--- config.mk ---
export PLATFORM = sky130hd
export DESIGN_NAME = arbiter_stream_mux
export DESIGN_NICKNAME = d
export VERILOG_FILES = /design/src/rtl/arbiter_stream_mux.sv
export SDC_FILE = /design/constraint.sdc
export NUM_CORES = 1
export LEC_CHECK = 0
export ABC_CLOCK_PERIOD_IN_PS = 5700
export CAP_MARGIN = 10
export CORE_MARGIN = 4
export CORE_UTILIZATION = 36
export DETAILED_ROUTE_END_ITERATION = 10
export GPL_TIMING_DRIVEN = 0
export PLACE_DENSITY = 0.87
export SKIP_LAST_GASP = 1
export SYNTH_ARGS = -nofsm -noshare
export SYNTH_HDL_FRONTEND = slang
export SYNTH_SLANG_ARGS = --single-unit
--- constraint.sdc ---
create_clock -name clk -period 5.7 [get_ports clk]
set_input_delay 1.14 -clock clk [delete_from_list [all_inputs] [get_ports clk]]
set_output_delay 1.14 -clock clk [all_outputs]
set_load 0.03 [all_outputs]
--- src/rtl/arbiter_stream_mux.sv ---
// Packet-locked N:1 stream mux in front of a round-robin arbiter; first beat reaches out_* 3 cycles after request.
// Back-pressure: only the owner gets in_ready, gated by the output register (~out_valid | out_ready).
module arbiter_stream_mux #(
    parameter int NUM_PORTS  = 6,
    parameter int DATA_WIDTH = 32,
    localparam int SEL_WIDTH = $clog2(NUM_PORTS)
) (
    input  logic                            clk,
    input  logic                            rst,
    input  logic [NUM_PORTS*DATA_WIDTH-1:0] in_data,
    input  logic [NUM_PORTS-1:0]            in_valid,
    input  logic [NUM_PORTS-1:0]            in_last,
    output logic [NUM_PORTS-1:0]            in_ready,
    output logic [NUM_PORTS-1:0]            request,
    input  logic [NUM_PORTS-1:0]            grant,
    input  logic [SEL_WIDTH-1:0]            sel,
    input  logic                            active,
    output logic [DATA_WIDTH-1:0]           out_data,
    output logic                            out_valid,
    output logic                            out_last,
    input  logic                            out_ready
);
    localparam logic [1:0] IDLE    = 2'd0;
    localparam logic [1:0] BUSY    = 2'd1;
    localparam logic [1:0] RELEASE = 2'd2;

    logic [1:0]            state;
    logic [SEL_WIDTH-1:0]  owner;
    logic                  own_valid;
    logic                  own_last;
    logic [DATA_WIDTH-1:0] own_data;
    logic                  sel_hit;
    logic                  out_free;
    logic                  transfer;

    assign out_free = ~out_valid | out_ready;
    assign transfer = (state == BUSY) & own_valid & out_free;

    always_comb begin
        own_valid = 1'b0;
        own_last  = 1'b0;
        own_data  = '0;
        for (int p = 0; p < NUM_PORTS; p++) begin
            if (owner == SEL_WIDTH'(p)) begin
                own_valid = in_valid[p];
                own_last  = in_last[p];
                own_data  = in_data[p*DATA_WIDTH +: DATA_WIDTH];
            end
        end
    end

    // Owner's request stays up through gaps, and drops for the RELEASE cycle so the token moves on.
    always_comb begin
        request  = '0;
        in_ready = '0;
        for (int p = 0; p < NUM_PORTS; p++) begin
            request[p]  = in_valid[p] | ((state == BUSY) && (owner == SEL_WIDTH'(p)));
            if ((state == RELEASE) && (owner == SEL_WIDTH'(p)))
                request[p] = 1'b0;
            in_ready[p] = (state == BUSY) && (owner == SEL_WIDTH'(p)) && out_free;
        end
        if (rst) begin
            request  = '0;
            in_ready = '0;
        end
    end

    // Grants to ports that are no longer requesting are stale and ignored.
    always_comb begin
        sel_hit = 1'b0;
        for (int p = 0; p < NUM_PORTS; p++) begin
            if (sel == SEL_WIDTH'(p))
                sel_hit = grant[p] & request[p];
        end
    end

    always_ff @(posedge clk or posedge rst) begin
        if (rst) begin
            state     <= IDLE;
            owner     <= '0;
            out_valid <= 1'b0;
            out_last  <= 1'b0;
            out_data  <= '0;
        end else begin
            case (state)
                IDLE: begin
                    if (active && sel_hit) begin
                        owner <= sel;
                        state <= BUSY;
                    end
                end
                BUSY: begin
                    if (transfer && own_last)
                        state <= RELEASE;
                end
                RELEASE: state <= IDLE;
                default: state <= IDLE;
            endcase

            if (transfer) begin
                out_data  <= own_data;
                out_last  <= own_last;
                out_valid <= 1'b1;
            end else if (out_ready) begin
                out_valid <= 1'b0;
                out_last  <= 1'b0;
            end
        end
    end
endmodule

==> results.json <==
{
  "synth_top_area_share": 0.300,
  "hold_path_end": "out_data[17]$_DFFE_PP0P_",
  "clk_latency_ns": 0.29,
  "place_hpwl_um": 11600,
  "rr_worst_depth": 6,
  "async_flop_share": 1.00,
  "timing.rr.end": "out_data[8]$_DFFE_PP0P_",
  "nNetsFinal": 826,
  "fin_ws_ns": 1.33,
  "post_drt_wl_per_cell_um": 19.2,
  "grt_start_max_net_pins": 42,
  "worst_slew_pin_slew_ns": 0.874,
  "fillers": 676,
  "syn_to_final_growth_pct": 88.3,
  "critical_path_arrival_ns": 3.23,
  "cts-resized-gates": 0,
  "synth-edff-count": 0,
  "rsz0062_at_grt": "no",
  "ys_warn_count": 0,
  "drt.antenna.violating_nets": 0,
  "maxCapViolCount": 0,
  "gp_congestion": 0.841,
  "grt_usage": 0.246,
  "finalWirelength_um": 13800,
  "finalCriticalPeriod_ns": 4.37,
  "worstSetupStartpointType": "input port",
  "drt-initial-drc-count": 115,
  "worstReg2RegStart": "owner[1]$_DFFE_PP0P_",
  "grt_pass1_vias": 4051,
  "synth_common_cells": "nor2_1 (78), a21oi_1 (68), dfrtp_1 (39)",
  "drive_gt1_frac": 0.107,
  "critical_path_class": "input port to primary output",
  "drt-vias-per-instance": 5.33,
  "power_density_nw_per_um2": 437,
  "status": "finished clean",
  "setup_violations": 0,
  "ys_seq_area_frac": 0.300,
  "max_freq_ghz": 0.229,
  "htreeDepth": 2,
  "slew_headroom": 0.417,
  "core_area_um2": 8760,
  "chipWidth_um": 103,
  "start_util": 0.371,
  "slew_violations": 0,
  "cp-end-kind": "primary output",
  "holdCritPathClass": "flip-flop to flip-flop",
  "clock_path_buffers": 2,
  "clkTransAtPathRegs_ns": 0.09,
  "synth.most_common_cell": "nor2_1",
  "synth.area.top_cells": "dfrtp_1 (30%), mux4_2 (24%), a21oi_1 (10%)",
  "r2r_setup_slack_ns": 3.59,
  "cts_tree": "yes",
  "hold_violations": 0,
  "ys_ff_latch": 39,
  "min_from": "out_data[17]$_DFFE_PP0P_",
  "core.rowCount": 34,
  "setup_tns_ns": 0,
  "ys.flop_type": "dfrtp_1",
  "ctsRootBufferMaster": "clkbuf_8",
  "grt.overflow.total": 0,
  "drc": 0,
  "grt_pass1_wl_um": 19900,
  "syn_area_um2": 3250,
  "cts_buffers": 5,
  "firstDrtPassIters": 4,
  "ys_types": 38,
  "antenna_cells": 0,
  "vdd_drop_max_v": 0.000255,
  "syn-mean-instance-area_um2": 9.56,
  "synthesis.nets": 557,
  "numClockSinks": 39,
  "cts-hold-fix-buffers": 0,
  "dieArea_um2": 10600,
  "fin_crit_sh": 0.767,
  "dieHeight_um": 103,
  "fin_skew_ns": 0.00785,
  "io_pins": 263,
  "antenna_found_initial": 0,
  "syn_inst": 340,
  "cp_max_fo": 6,
  "postCtsSetupRepairBufs": 0,
  "vias": 3828,
  "yosysTopAreaCell": "dfrtp_1",
  "leakage_nw": 2.39,
  "portBuffers": 262,
  "pre_cts_ws_ns": 1.33,
  "hold_path_depth": 2,
  "crit_required_ns": 4.56
}
==> layout by cell type (no fill, tap or decap), types with 2 or more instances in the layout <==
| cell | n |
|---|---|
| buf_2 | 4 |
| nor2_1 | 78 |
| buf_6 | 6 |
| nand2b_1 | 4 |
| clkbuf_8 | 5 |
| o22ai_1 | 2 |
| nor3_1 | 4 |
| nand3_1 | 3 |
| buf_1 | 3 |
| inv_2 | 2 |
| clkdlybuf4s50_1 | 262 |
| a31oi_1 | 3 |
| nor2b_1 | 2 |
| a21o_1 | 3 |
| mux2i_1 | 33 |
| inv_1 | 3 |
| a21oi_1 | 68 |
| nand2_1 | 7 |
| mux2_4 | 2 |
| buf_4 | 7 |
| clkbuf_1 | 9 |
| o21ai_0 | 8 |
| dfrtp_1 | 39 |
| mux4_2 | 34 |
==> per-layer routing <==
metal  vias to the layer above  GRT usage  wire [um]  part of all wire
met5                         -          0          0                 0
met4                         0     0.0747        319             0.023
met3                        35     0.0663       1270             0.092
met2                       194      0.458       7330              0.53
met1                      1809      0.270       4850              0.35
li1                       1790          -          -                 -
==> final cells by class <==
type / count / area (um2) / area share
repair buffers: 262 / 2620 / 0.428
multi-input cells: 267 / 2070 / 0.338
flip-flops and latches: 39 / 976 / 0.159
plain buffers: 29 / 185 / 0.0302
well taps: 108 / 135 / 0.0221
clock buffers: 5 / 68.8 / 0.0112
clock inverters: 3 / 43.8 / 0.00715
inverters: 5 / 18.8 / 0.00307
==> worst max-delay path, cell delays in order <==
cell and delay [ns]:
clkdlybuf4s50_1 0.48, nand2b_1 0.13, nand3_1 0.20, or3_1 0.43
nor3_1 0.15, clkdlybuf4s50_1 0.70
==> metrics by stage <==
step | cell area (um2) | total power (W) | hold WS, ns | utilization | instances
detailed placement | 6010 | 0.00246 | 0.517 | 0.686 | 710
global route | 6120 | 0.00286 | 0.540 | 0.699 | 718
CTS | 6120 | 0.00270 | 0.535 | 0.699 | 718
finish | 6120 | 0.00267 | 0.532 | 0.699 | 718
floorplan | 3250 | 0.00176 | 0.574 | - | 340
global placement | 6010 | 0.00241 | 0.507 | 0.686 | 710
==> state kept, by name (all words and copies together) (netlist names) <==
signal	flops
out_last	1
out_valid	1
out_data	32
owner	3
state	2
==> worst max path at each step <==
stage / slack (ns) / startpoint / end
2_1_floorplan: 2.12 / out_ready / in_ready[0]
3_3_place_gp: 1.36 / out_ready / in_ready[0]
3_5_place_dp: 1.33 / out_ready / in_ready[0]
4_1_cts: 1.33 / out_ready / in_ready[0]
5_1_grt: 1.24 / out_ready / in_ready[0]
6_report: 1.33 / out_ready / in_ready[0]
==> logic make-up (layout without fill, tap and decap cells) <==
family,Yosys count,count (layout),synth area share
DFF,39,39,0.300
muxes,70,70,0.350
AOI/OAI and AO/OA,92,92,0.152
buffers and inverters,34,304,0.0627
and+or+nand+nor,105,105,0.135
==> where the power goes <==
| part | switching [W] | internal, W | total (W) |
|---|---|---|---|
| Clock | 0.000105 | 0.000130 | 0.000236 |
| Sequential | 0.0000903 | 0.000417 | 0.000508 |
| Combinational | 0.00102 | 0.000907 | 0.00193 |
(Power assumes the default switching activity.)
